### src/rtl/coalescing_store_buffer.sv
// Coalescing store buffer for the MEM stage.
// Byte-enabled stores merge into the youngest entry when they hit the same word.
// Entries drain oldest-first over a valid/ready port.
// Loads are forwarded per byte lane from the youngest matching entry.
// A flush mode blocks new stores and waits until the buffer is empty.
module coalescing_store_buffer #(
    parameter int unsigned DEPTH  = 4,
    parameter int unsigned ADDR_W = 32,
    parameter int unsigned DATA_W = 32,
    localparam int unsigned BE_W  = DATA_W / 8,
    localparam int unsigned OFF_W = $clog2(BE_W),
    localparam int unsigned CNT_W = $clog2(DEPTH + 1)
) (
    input  logic              clock,
    input  logic              reset,
    input  logic              push_valid,
    input  logic [ADDR_W-1:0] push_addr,
    input  logic [DATA_W-1:0] push_data,
    input  logic [BE_W-1:0]   push_be,
    output logic              push_ready,
    input  logic [ADDR_W-1:0] load_addr,
    output logic [DATA_W-1:0] load_data,
    output logic [BE_W-1:0]   load_hit_be,
    output logic              load_full,
    output logic              drain_valid,
    output logic [ADDR_W-1:0] drain_addr,
    output logic [DATA_W-1:0] drain_data,
    output logic [BE_W-1:0]   drain_be,
    input  logic              drain_ready,
    input  logic              flush,
    output logic              flush_done,
    output logic [CNT_W-1:0]  count,
    output logic              empty
);

    localparam int unsigned WORD_W = ADDR_W - OFF_W;
    localparam int unsigned PTR_W  = $clog2(DEPTH);

    typedef enum logic {
        ST_RUN,
        ST_FLUSH
    } state_t;

    state_t             state_q, state_d;
    logic [PTR_W-1:0]   head_q, head_d;
    logic [PTR_W-1:0]   tail_q, tail_d;
    logic [CNT_W-1:0]   count_q, count_d;
    logic               flush_done_q, flush_done_d;

    logic               ent_valid_q [DEPTH];
    logic               ent_valid_d [DEPTH];
    logic [WORD_W-1:0]  ent_word_q  [DEPTH];
    logic [WORD_W-1:0]  ent_word_d  [DEPTH];
    logic [DATA_W-1:0]  ent_data_q  [DEPTH];
    logic [DATA_W-1:0]  ent_data_d  [DEPTH];
    logic [BE_W-1:0]    ent_be_q    [DEPTH];
    logic [BE_W-1:0]    ent_be_d    [DEPTH];

    logic [WORD_W-1:0]  push_word;
    logic [WORD_W-1:0]  load_word;
    logic [PTR_W-1:0]   youngest;
    logic [DATA_W-1:0]  lane_mask;
    logic               empty_w;
    logic               full_w;
    logic               coalesce_possible;
    logic               push_ready_w;
    logic               push_fire;
    logic               drain_fire;
    logic               do_merge;
    logic               do_alloc;

    logic [DATA_W-1:0]  fwd_data;
    logic [BE_W-1:0]    fwd_be;
    int unsigned        fwd_slot;
    logic [PTR_W-1:0]   fwd_idx;

    // Address offset bits inside a word play no part in matching.
    logic               unused_offset_bits;
    assign unused_offset_bits = ^{push_addr[OFF_W-1:0], load_addr[OFF_W-1:0]};

    // Push/drain handshake decode and coalescing decision.
    always_comb begin
        push_word         = push_addr[ADDR_W-1:OFF_W];
        load_word         = load_addr[ADDR_W-1:OFF_W];
        youngest          = (tail_q == '0) ? PTR_W'(DEPTH - 1) : tail_q - 1'b1;
        empty_w           = (count_q == '0);
        full_w            = (count_q == CNT_W'(DEPTH));
        coalesce_possible = !empty_w && ent_valid_q[youngest] &&
                            (ent_word_q[youngest] == push_word);
        push_ready_w      = (state_q == ST_RUN) && (!full_w || coalesce_possible);
        push_fire         = push_valid && push_ready_w;
        drain_fire        = !empty_w && drain_ready;
        // The youngest entry cannot absorb a push while it is leaving as the head.
        do_merge          = push_fire && coalesce_possible &&
                            !((youngest == head_q) && drain_fire);
        // A zero byte-enable push is accepted but leaves no trace.
        do_alloc          = push_fire && !do_merge && (push_be != '0);
        lane_mask         = '0;
        for (int unsigned b = 0; b < BE_W; b++) begin
            lane_mask[8*b +: 8] = {8{push_be[b]}};
        end
    end

    // Next-state of entry storage, pointers and occupancy.
    always_comb begin
        for (int unsigned i = 0; i < DEPTH; i++) begin
            ent_valid_d[i] = ent_valid_q[i];
            ent_word_d[i]  = ent_word_q[i];
            ent_data_d[i]  = ent_data_q[i];
            ent_be_d[i]    = ent_be_q[i];
        end
        head_d  = head_q;
        tail_d  = tail_q;
        count_d = count_q;

        if (do_merge) begin
            for (int unsigned b = 0; b < BE_W; b++) begin
                if (push_be[b]) begin
                    ent_data_d[youngest][8*b +: 8] = push_data[8*b +: 8];
                end
            end
            ent_be_d[youngest] = ent_be_q[youngest] | push_be;
        end

        if (do_alloc) begin
            ent_valid_d[tail_q] = 1'b1;
            ent_word_d[tail_q]  = push_word;
            ent_data_d[tail_q]  = push_data & lane_mask;
            ent_be_d[tail_q]    = push_be;
            tail_d              = (tail_q == PTR_W'(DEPTH - 1)) ? '0 : tail_q + 1'b1;
        end

        if (drain_fire) begin
            ent_valid_d[head_q] = 1'b0;
            ent_be_d[head_q]    = '0;
            head_d              = (head_q == PTR_W'(DEPTH - 1)) ? '0 : head_q + 1'b1;
        end

        if (do_alloc && !drain_fire) begin
            count_d = count_q + 1'b1;
        end else if (!do_alloc && drain_fire) begin
            count_d = count_q - 1'b1;
        end
    end

    // Flush sequencing: completion is signalled one cycle after the buffer is empty.
    always_comb begin
        state_d      = state_q;
        flush_done_d = 1'b0;
        case (state_q)
            ST_RUN: begin
                if (flush) begin
                    if (empty_w && !do_alloc) begin
                        flush_done_d = 1'b1;
                    end else begin
                        state_d = ST_FLUSH;
                    end
                end
            end
            ST_FLUSH: begin
                if (empty_w) begin
                    state_d      = ST_RUN;
                    flush_done_d = 1'b1;
                end
            end
            default: state_d = ST_RUN;
        endcase
    end

    // Per-lane forwarding: walk oldest to youngest so younger hits overwrite older ones.
    always_comb begin
        fwd_data = '0;
        fwd_be   = '0;
        fwd_slot = 0;
        fwd_idx  = '0;
        for (int unsigned i = 0; i < DEPTH; i++) begin
            fwd_slot = 32'(head_q) + i;
            if (fwd_slot >= DEPTH) begin
                fwd_slot = fwd_slot - DEPTH;
            end
            fwd_idx = PTR_W'(fwd_slot);
            if ((i < 32'(count_q)) && ent_valid_q[fwd_idx] &&
                (ent_word_q[fwd_idx] == load_word)) begin
                for (int unsigned b = 0; b < BE_W; b++) begin
                    if (ent_be_q[fwd_idx][b]) begin
                        fwd_data[8*b +: 8] = ent_data_q[fwd_idx][8*b +: 8];
                        fwd_be[b]          = 1'b1;
                    end
                end
            end
        end
    end

    // State registers with synchronous reset.
    always_ff @(posedge clock) begin
        if (reset) begin
            state_q      <= ST_RUN;
            head_q       <= '0;
            tail_q       <= '0;
            count_q      <= '0;
            flush_done_q <= 1'b0;
            for (int unsigned i = 0; i < DEPTH; i++) begin
                ent_valid_q[i] <= 1'b0;
                ent_word_q[i]  <= '0;
                ent_data_q[i]  <= '0;
                ent_be_q[i]    <= '0;
            end
        end else begin
            state_q      <= state_d;
            head_q       <= head_d;
            tail_q       <= tail_d;
            count_q      <= count_d;
            flush_done_q <= flush_done_d;
            for (int unsigned i = 0; i < DEPTH; i++) begin
                ent_valid_q[i] <= ent_valid_d[i];
                ent_word_q[i]  <= ent_word_d[i];
                ent_data_q[i]  <= ent_data_d[i];
                ent_be_q[i]    <= ent_be_d[i];
            end
        end
    end

    assign push_ready  = push_ready_w;
    assign load_data   = fwd_data;
    assign load_hit_be = fwd_be;
    assign load_full   = &fwd_be;
    assign drain_valid = !empty_w;
    assign drain_addr  = {ent_word_q[head_q], {OFF_W{1'b0}}};
    assign drain_data  = ent_data_q[head_q];
    assign drain_be    = ent_be_q[head_q];
    assign flush_done  = flush_done_q;
    assign count       = count_q;
    assign empty       = empty_w;

endmodule

### config.mk
export PLATFORM = sky130hd
export DESIGN_NAME = coalescing_store_buffer
export DESIGN_NICKNAME = d
export VERILOG_FILES = /design/src/rtl/coalescing_store_buffer.sv
export SDC_FILE = /design/constraint.sdc
export NUM_CORES = 1
export LEC_CHECK = 0
export BUFFER_PORTS_ARGS = -buffer_cell sky130_fd_sc_hd__clkbuf_2
export CAP_MARGIN = 0
export CORE_UTILIZATION = 65
export CTS_BUF_LIST = sky130_fd_sc_hd__clkbuf_16
export DETAILED_ROUTE_END_ITERATION = 10
export PLACE_DENSITY_LB_ADDON = 0.12
export SLEW_MARGIN = 15
export SYNTH_ARGS = -nofsm -noshare
export SYNTH_HDL_FRONTEND = slang
export SYNTH_SLANG_ARGS = --single-unit
### constraint.sdc
create_clock -name clock -period 11.35 [get_ports clock]
set_input_delay 1.135 -clock clock [delete_from_list [all_inputs] [get_ports clock]]
set_output_delay 1.135 -clock clock [all_outputs]
set_load 0.03 [all_outputs]
Word level (Yosys, flattened, before mapping)
Memories as Yosys holds them, arrays and structs flattened. A register that Yosys moved wholly into a read port is not among the register bits.
Index checks and enable logic that the tools add are counted.

word-level totals
  RAM bits = 268
  output and inout port bits = 112
  flip-flop bits (word level) = 9
  memories = 4
  logic and storage cells = 234

memories
  name         depth  bits a word  rd ports  clocked after memory_dff  write ports  RTL line  text
  ent_data_q   4      32           9         1                         4            54        logic [DATA_W-1:0] ent_data_q [DEPTH];
  ent_word_q   4      30           10        1                         4            52        logic [WORD_W-1:0] ent_word_q [DEPTH];
  ent_be_q     4      4            10        1                         4            56        logic [BE_W-1:0] ent_be_q [DEPTH];
  ent_valid_q  4      1            9         0                         4            50        logic ent_valid_q [DEPTH];

operators by class
  order comparisons = 14
  bitwise gates (word level) = 27
  reductions and logical operators = 36
  equal/unequal tests = 9
  add/sub/neg operators = 12
  mux-type cells = 127

operators by type and width
  kind                                                                 number
  128-bit 2-to-1 mux                                                   9
  128-bit bitwise mux                                                  5
  32-bit demux with 2-bit select                                       5
  32-bit 2-to-1 mux                                                    10
  30-bit == test                                                       5
  30-bit 2-to-1 mux                                                    5
  8-bit 2-to-1 mux                                                     17
  120-bit bitwise mux                                                  1
  120-bit 2-to-1 mux                                                   1
  16-bit 2-to-1 mux                                                    4
  30-bit demux with 2-bit select                                       1
  4-bit 2-to-1 mux                                                     13
  32-bit bitwise AND                                                   1
  16-bit bitwise mux                                                   2
  1-bit 2-to-1 mux                                                     31
  2-bit 2-to-1 mux                                                     13
  4-bit demux with 2-bit select                                        3
  1-bit logical AND                                                    24
  24-bit 2-to-1 mux                                                    1
  3-bit greater-or-equal comparator (second input constant)            6
  16-bit bitwise AND                                                   1
  16-bit inverter                                                      1
  1-bit OR                                                             16
  2-bit by 1-bit subtractor with 2-bit output (second input constant)  5
  other kinds (27)                                                     45

Logic depth before layout (Yosys ltp)
Gate-level depths: netlist of the first run.
An unclocked memory read counts as a cell.

  depth after elaboration = 23
  mapped depth = 21
  mapped depth without buffers = 15

Least setup slack after synthesis of the first run
No wires, ideal clock.

  path kind = reg-to-output
  start point = register head_q[1]
  end point = output load_full
  path buffers = 7
  stages on the path, launching flop included = 17
  required time = 10.215 ns
  slack = 4.673 ns
  data arrival time = 5.542 ns
  cell sequence = dfxtp_1 > clkbuf_1 > buf_1 > clkbuf_1 > buf_1 > inv_1 > ha_1 > buf_2 > buf_1 > clkbuf_1 > o21ai_0 > nor4_1 > o2111ai_1 > nor4_1 > a31oi_1 > o211ai_1 > and4_1

on the way
  cells in the longest elaborated chain, start to end = 13
  elaborated cells on any way between the ends = 51

ends and longest elaborated chain
  element                                                                     RTL line  text
  start, declared                                                             45        logic [PTR_W-1:0] head_q, head_d;
  start signal, assigned                                                      198       head_q <= '0;
  start signal, assigned                                                      210       head_q <= head_d;
  parallel branches: the longest is 11 deep, another holds memory 4 x 30 bit  -
  4-bit 2-to-1 mux (*)                                                        182       if ((i < 32'(count_q)) && ent_valid_q[fwd_idx] &&
  via load_hit_be[1]                                                          23        output logic [BE_W-1:0] load_hit_be,
  4-bit AND reduction (*)                                                     226       assign load_full = &fwd_be;
  end, declared                                                               24        output logic load_full,

Mark *: on every way through the listed nets, which the timed path passes.

Worst setup path after layout of the first run
  start point = register head_q[0]
  end point = output load_full

on the way
  cells in the longest elaborated chain, start to end = 13
  elaborated cells on any way between the ends = 51

ends and longest elaborated chain
  element                                                                     RTL line
  parallel branches: the longest is 11 deep, another holds memory 4 x 30 bit  -
  4-bit 2-to-1 mux (*)                                                        182
  4-bit AND reduction (*)                                                     226

Every way passes the cells marked *.

==> key figures, run 1 <==
CTS
  – Number of gates given a new drive strength after cts: 0
  – Worst-skew pair later-pin latency: 0.53 ns
  – Num Clock Sinks: 279
  – CTS buffer count: 34
  – CTS tree: built
  – CTS Hold Buffers Added: 0
  – CTS clk-pin slew, worst paths: 0.06 ns
  – Post CTS Setup Buffer Count: 0
  – CTS Root Cell: clkbuf_16
  – Number of buffers between clock root and the deepest sink: 3
  – Maximum level of the CTS H-tree: 2

Timing
  – Time the worst path needs with I/O delays and setup: 7.16 ns
  – Highest clock frequency the design can meet: 140 MHz
  – Final Hold Violating Endpoints: 0
  – Total setup violations reported at the end of the flow: 0
  – Max-slew headroom: 17.4%
  – Setup repair after global routing missed its margin: false
  – Transition time at the pin with the least slew margin: 1.23 ns
  – Setup clock skew after layout: 0.0231 ns
  – Final worst-path setup slack: 4.19 ns
  – Fin Setup TNS: 0 ns
  – Max-slew violation count: 0
  – Final worst-path cycle share: 63.1%

Power
  – Leakage power: 0.00845 uW
  – Seq pwr share: 29.8%
  – Proportion of total power due to net switching: 40.7%
  – IR drop worst, VDD: 0.000235 V
  – Overall power of the completed layout: 4020 uW
  – Switching power of the nets: 1640 uW
  – Part of the total power dissipated in combinational logic: 42.3%
  – Internal Power: 2390 uW
  – Power per unit of standard cell area: 175 nW/um^2
  – Clk network pwr share: 28.0%

Synthesis
  – Area share of the leading cell type in the synthesized netlist: 27.0%
  – Largest cells by area after synthesis: dfxtp_1 (27%), mux4_2 (19%), mux2i_1 (12%)
  – Async set-reset flop share out of synthesis: 0%
  – Sequential area share after synthesis: 27.0%
  – Most used DFF post-synth: dfxtp_1
  – Count of synthesis-stage warnings from yosys: 0
  – Cell variety after synth: 58
  – EDFF count, synth: 0
  – Cell count after synthesis: 2045
  – Register bit total from synthesis: 279
  – Cell area after synthesis: 20700 sq um
  – Library cell with the largest summed area after synthesis: dfxtp_1
  – Mean instance size in the synthesized netlist: 10.1 sq um

Floorplanning
  – Starting density of the core: 66.9%
  – DIE WIDTH: 180 um
  – Die area: 32500 sq um
  – I/O pin count: 217
  – Core box area: 30900 sq um
  – Number of rows in the core area: 64
  – DIE HEIGHT: 180 um

Critical path
  – Startpoint type of the worst setup path: flop
  – Critical path capture point type: output pin
  – Setup CP Type: reg2out
  – Number of cell instances on the worst register-to-register path: 11
  – Data required time at the worst endpoint: 10.22 ns
  – Arr. time, crit path: 6.03 ns
  – Max Fanout on Critical Path: 158

Placed design
  – Detail Placement HPWL: 44800 um
  – # placed instances: 2517
  – Placer Congestion: 1.00
  – Input/output buffers: 210
  – Setup WS pre-CTS: 4.49 ns

Routing
  – Drt total wl: 69200 um
  – Number of routed nets with antenna violations: 0
  – Remaining DRCs: 0
  – Detail-routed net length per standard cell: 26.9 um
  – Number of detailed-routing iterations run before antenna repair: 6
  – Count of routing violations after the opening detailed-route iteration: 2388
  – Vias per cell: 7.36
  – DR vias: 19.0k

Cells and area
  – Fill cell instance count of the final layout: 2197
  – Layout net count: 2276
  – Post-Layout Cell Count: 2578
  – Multi-input combinational cell area: 14200 sq um
  – Footprint of the flip-flops and latches: 5600 sq um
  – Share of cells above drive strength 1: 25.1%
  – Synthesis-to-layout area growth: 10.9%

GRT
  – Total grt overflow: 0
  – Number of global-route vias before repair: 18.4k
  – Number of antenna violations at the first check in global routing: 2
  – Global-route wire length before repair: 107000 um
  – Global-route usage over all layers: 42.1%
  – Largest net degree at the start of global routing: 159

Run
  – Total of max-cap violations: 0

Status
  – Result of the run: finished clean

Min path
  – Min-delay worst type: reg2reg
  – Hold-critical path depth: 2
[synth_stat cells, types with 51 or more instances]
cell,number
a32o_1,129
clkbuf_1,87
dfxtp_1,279
mux2i_1,246
mux4_2,172
nand2_1,95
nand2b_1,140
nand3_1,51
nor2_1,83
o21ai_0,78
xnor2_1,97
xor2_1,66
[state kept, by name (all words and copies together), names as in the netlist, named ones only]
signal and count:
count 3, ent_be_q 16, ent_data_q 128, ent_valid_q 4, ent_word_q 120, flush_done 1
head_q 2, state_q 1, tail_q 2
[routing by layer]
layer,vias up,GRT usage (%),part of all wire [%],wire length [um]
met5,-,0,0.019,13
met4,2,18.5,4.4,3030
met3,254,9.64,13,9010
met2,1370,62.6,44,30300
met1,9284,58.6,39,26900
li1,8055,-,-,-
[per-stage QoR]
stage	area, sq um	utilization, %	hold WS [ns]
after floorplan	20700	-	0.462
after global placement	21800	70.5	0.480
after detailed placement	21800	70.5	0.489
after CTS	22900	74.2	0.501
after global routing	22900	74.2	0.535
final	22900	74.2	0.498
[power by group through the flow]
stage          registers (uW)  clock network (uW)  logic [uW]
3_3_place_gp             1210                   0        1620
5_1_grt                  1210                1170        1780
3_5_place_dp             1210                   0        1660
2_1_floorplan            1150                   0        1290
6_report                 1200                1120        1700
4_1_cts                  1190                1120        1670
[layout by cell type, fill, tap and decap left out, types with 66 or more instances in the layout]
cell type and n:
dfxtp_1 274, mux2i_1 246, clkbuf_2 209, mux4_2 172, nand2b_1 140, a32o_1 129
xnor2_1 97, nand2_1 95, nor2_1 81, o21ai_0 75, xor2_1 66
[final cells by class]
type	instances	area share, %
flip-flops and latches	279	24.4
clock inverters	25	1.10
well taps	396	2.16
clock buffers	35	3.82
diodes	1	0.0109
multi-input cells	1555	62.1
inverters	48	0.786
repair buffers	239	5.60
[cell families after synthesis]
group | after synthesis | share of synthesized area (%)
AOI/OAI and AO/OA | 385 | 13.6
xor gates and xnor gates | 163 | 6.91
adders and majority gates | 14 | 0.847
buffers and inverters | 212 | 4.52
DFF | 279 | 27.0
muxes | 468 | 33.4
other | 1 | 0.0181
and+or+nand+nor | 523 | 13.7
[path summary, 6_finish.rpt]
kind | from | to | slack [ns]
hold / removal | ent_word_q[1][28]$_SDFFE_PP0P_ | ent_word_q[1][28]$_SDFFE_PP0P_ | 0.50
setup reg to reg | tail_q[1]$_SDFFE_PP0N_ | ent_data_q[2][19]$_SDFF_PP0_ | 5.47
setup / recovery | head_q[0]$_SDFFE_PP0P_ | load_full | 4.19
hold reg to reg | ent_word_q[1][28]$_SDFFE_PP0P_ | ent_word_q[1][28]$_SDFFE_PP0P_ | 0.50
[worst max-delay path, stage by stage (launching register included)]
cell,delay [ns]
dfxtp_4,0.36
buf_12,0.76
buf_4,0.81
mux2i_1,0.30
xnor2_1,0.12
nor4_1,0.57
nand4_1,0.22
a21oi_1,0.85
a31oi_1,0.68
o211ai_1,0.34
and4_1,0.22
clkbuf_2,0.20
No activity file was read; power rests on OpenSTA's default activity.
==> run 2, diff against run 1 <==
--- a/config.mk
+++ b/config.mk
@@ -7,7 +7,7 @@
 export LEC_CHECK = 0
 export BUFFER_PORTS_ARGS = -buffer_cell sky130_fd_sc_hd__clkbuf_2
 export CAP_MARGIN = 0
-export CORE_UTILIZATION = 65
+export CORE_UTILIZATION = 55
 export CTS_BUF_LIST = sky130_fd_sc_hd__clkbuf_16
 export DETAILED_ROUTE_END_ITERATION = 10
 export PLACE_DENSITY_LB_ADDON = 0.12
==> constraint.sdc (replaced) <==
create_clock -name clock -period 6.3 [get_ports clock]
set_input_delay 0.63 -clock clock [delete_from_list [all_inputs] [get_ports clock]]
set_output_delay 0.63 -clock clock [all_outputs]
set_load 0.03 [all_outputs]
==> run 2 against run 1 <==
Effect of this change:
- routed wire length up 3.1%
- non-clock buffer count increased by 19
- flip-flop and latch count stayed put
- utilization decreased by 11 points
- global-route usage fell by 5.5 points
- critical path depth increased by 1
- setup slack worse by 3.8 ns
- first-iteration DRC count down 20%
- die area grew 18%
- clock power up 67%
- hold slack lost 0.076 ns
- cell area up 0.75%
==> key figures, run 2 (synthesis results as in run 1) <==
Status
  – Result of the run: finished clean

Cells and area
  – Layout net count: 2296
  – Share of cells above drive strength 1: 25.4%
  – Synthesis-to-layout area growth: 11.8%
  – Most frequent cells in the layout: dfxtp_1 (274), mux2i_1 (246), clkbuf_2 (209)
  – Flip-flop count of the largest register, all copies and words added: 128
  – Register with the highest flop count: ent_data_q
  – Largest registers in the final layout: ent_data_q x128, ent_word_q x120, ent_be_q x16
  – Most common cell after layout, fill and taps aside: dfxtp_1

Min path
  – Hold Path End: state_q$_SDFF_PP0_
  – Worst Min Path Start: flush
  – Min-delay worst type: in2reg
  – Hold-critical path depth: 3

GRT
  – Global-route wire length before repair: 108000 um
  – Global routing usage on met3: 6.65%
  – Global-route met2 utilization: 56.5%
  – Global-route usage over all layers: 36.6%
  – Global routing met1 resource utilization: 50.2%
  – Number of global-route vias before repair: 18.0k
  – Largest net degree at the start of global routing: 131
  – Peak-usage layer in the global routing report: met2
  – Number of antenna violations at the first check in global routing: 1
  – Total grt overflow: 0

Critical path
  – Startpoint type of the worst setup path: flop
  – R2R setup slack: 0.81 ns
  – Arr. time, crit path: 5.33 ns
  – Max Fanout on Critical Path: 130
  – Data required time at the worst endpoint: 5.67 ns
  – Critical path capture point type: output pin
  – Worst reg2reg path startpoint: tail_q[1]$_SDFFE_PP0N_
  – Number of cell instances on the worst register-to-register path: 11
  – Setup CP Type: reg2out
  – Capturing point of the worst reg2reg path: ent_word_q[2][16]$_SDFFE_PP0P_

Timing
  – Final worst-path setup slack: 0.343 ns
  – Final Hold Violating Endpoints: 0
  – Transition time at the pin with the least slew margin: 1.24 ns
  – Total setup violations reported at the end of the flow: 0
  – Setup repair after global routing missed its margin: false
  – Fin Setup TNS: 0 ns
  – Max-slew violation count: 0
  – Max-slew headroom: 17.4%
  – Setup clock skew after layout: 0.0173 ns
  – Highest clock frequency the design can meet: 168 MHz
  – Time the worst path needs with I/O delays and setup: 5.96 ns
  – Final worst-path cycle share: 94.6%

Power
  – Power per unit of standard cell area: 308 nW/um^2
  – Clk network pwr share: 26.3%
  – Proportion of total power due to net switching: 41.7%
  – Leakage power: 0.00854 uW
  – IR drop worst, VDD: 0.000304 V
  – Seq pwr share: 30.9%
  – Switching power of the nets: 2960 uW
  – Internal Power: 4150 uW
  – Part of the total power dissipated in combinational logic: 42.8%

Floorplanning
  – Number of rows in the core area: 70
  – Core box area: 36800 sq um
  – Die area: 38400 sq um
  – Starting density of the core: 56.2%
  – DIE HEIGHT: 196 um
  – I/O pin count: 217
  – DIE WIDTH: 196 um

Placed design
  – Input/output buffers: 210
  – Detail Placement HPWL: 47400 um
  – Setup WS pre-CTS: 0.952 ns
  – Placer Congestion: 0.971

Routing
  – Drt total wl: 71400 um
  – Remaining DRCs: 0
  – Number of detailed-routing iterations run before antenna repair: 7
  – DR vias: 18.7k
  – Count of routing violations after the opening detailed-route iteration: 1906
  – Number of routed nets with antenna violations: 0
  – Vias per cell: 7.00
  – Detail-routed net length per standard cell: 26.7 um

CTS
  – CTS Root Cell: clkbuf_16
  – Worst-skew pair later-pin latency: 0.53 ns
  – Maximum level of the CTS H-tree: 2
  – Post CTS Setup Buffer Count: 0
  – CTS buffer count: 35
  – Number of gates given a new drive strength after cts: 0
  – CTS Hold Buffers Added: 0
  – Num Clock Sinks: 279
  – CTS tree: built
  – CTS clk-pin slew, worst paths: 0.06 ns
  – Number of buffers between clock root and the deepest sink: 3

Run
  – Total of max-cap violations: 0
## run 2: layer usage
layer,vias up,part of all wire [%]
met3,207,11
li1,8096,-
met2,1161,45
met4,0,4.2
met5,-,0
met1,9239,40
## run 2: worst max path at each step
| stage | startpoint | to | slack, ns | cells past startpoint |
|---|---|---|---|---|
| after floorplan | head_q[1]$_SDFFE_PP0P_ | load_full | 0.13 | 16 |
| after global placement | tail_q[1]$_SDFFE_PP0N_ | ent_word_q[2][11]$_SDFFE_PP0P_ | 1.06 | 11 |
| after detailed placement | tail_q[1]$_SDFFE_PP0N_ | ent_word_q[2][20]$_SDFFE_PP0P_ | 0.95 | 11 |
| after CTS | head_q[1]$_SDFFE_PP0P_ | load_full | 0.46 | 12 |
| after global routing | head_q[0]$_SDFFE_PP0P_ | load_full | 0.10 | 12 |
| final | head_q[0]$_SDFFE_PP0P_ | load_full | 0.34 | 12 |
## run 2: layout make-up
| class | instances | area, sq um |
|---|---|---|
| timing repair buffer | 258 | 1440 |
| clock inverter | 28 | 144 |
| antenna | 1 | 2.50 |
| multi-input combinational | 1555 | 14300 |
| clock buffer | 36 | 901 |
| fill | 3057 | 13700 |
| tap | 468 | 586 |
| sequential | 279 | 5600 |
| inverter | 48 | 180 |
## run 2: critical path, cell delays in order, from the launching register on
cell and delay [ns]:
dfxtp_4 0.35, buf_12 0.63, buf_4 0.62, mux2i_1 0.19, xnor2_1 0.41, nor4_1 0.11, mux2i_1 0.24, nor4_2 0.06
buf_4 0.21, a31oi_1 0.97, o211ai_1 0.38, and4_1 0.32, clkbuf_2 0.18
## run 2: metrics by stage
stage | util, % | area, sq um | hold WS [ns] | total power, uW | instances
floorplan | - | 20700 | 0.462 | 4390 | 2046
global placement | 59.9 | 22100 | 0.482 | 5160 | 2608
detailed placement | 59.9 | 22100 | 0.494 | 5220 | 2608
CTS | 62.8 | 23100 | 0.383 | 7070 | 2672
global route | 62.8 | 23100 | 0.418 | 7390 | 2672
finish | 62.8 | 23100 | 0.422 | 7110 | 2673
## run 2: power by group through the flow
stage                     Combinational, uW  Sequential, uW  Clock, uW
after floorplan                        2320            2070          0
after global placement                 2950            2210          0
after detailed placement               2990            2230          0
after CTS                              3000            2190       1880
after global routing                   3200            2230       1960
final                                  3040            2200       1870
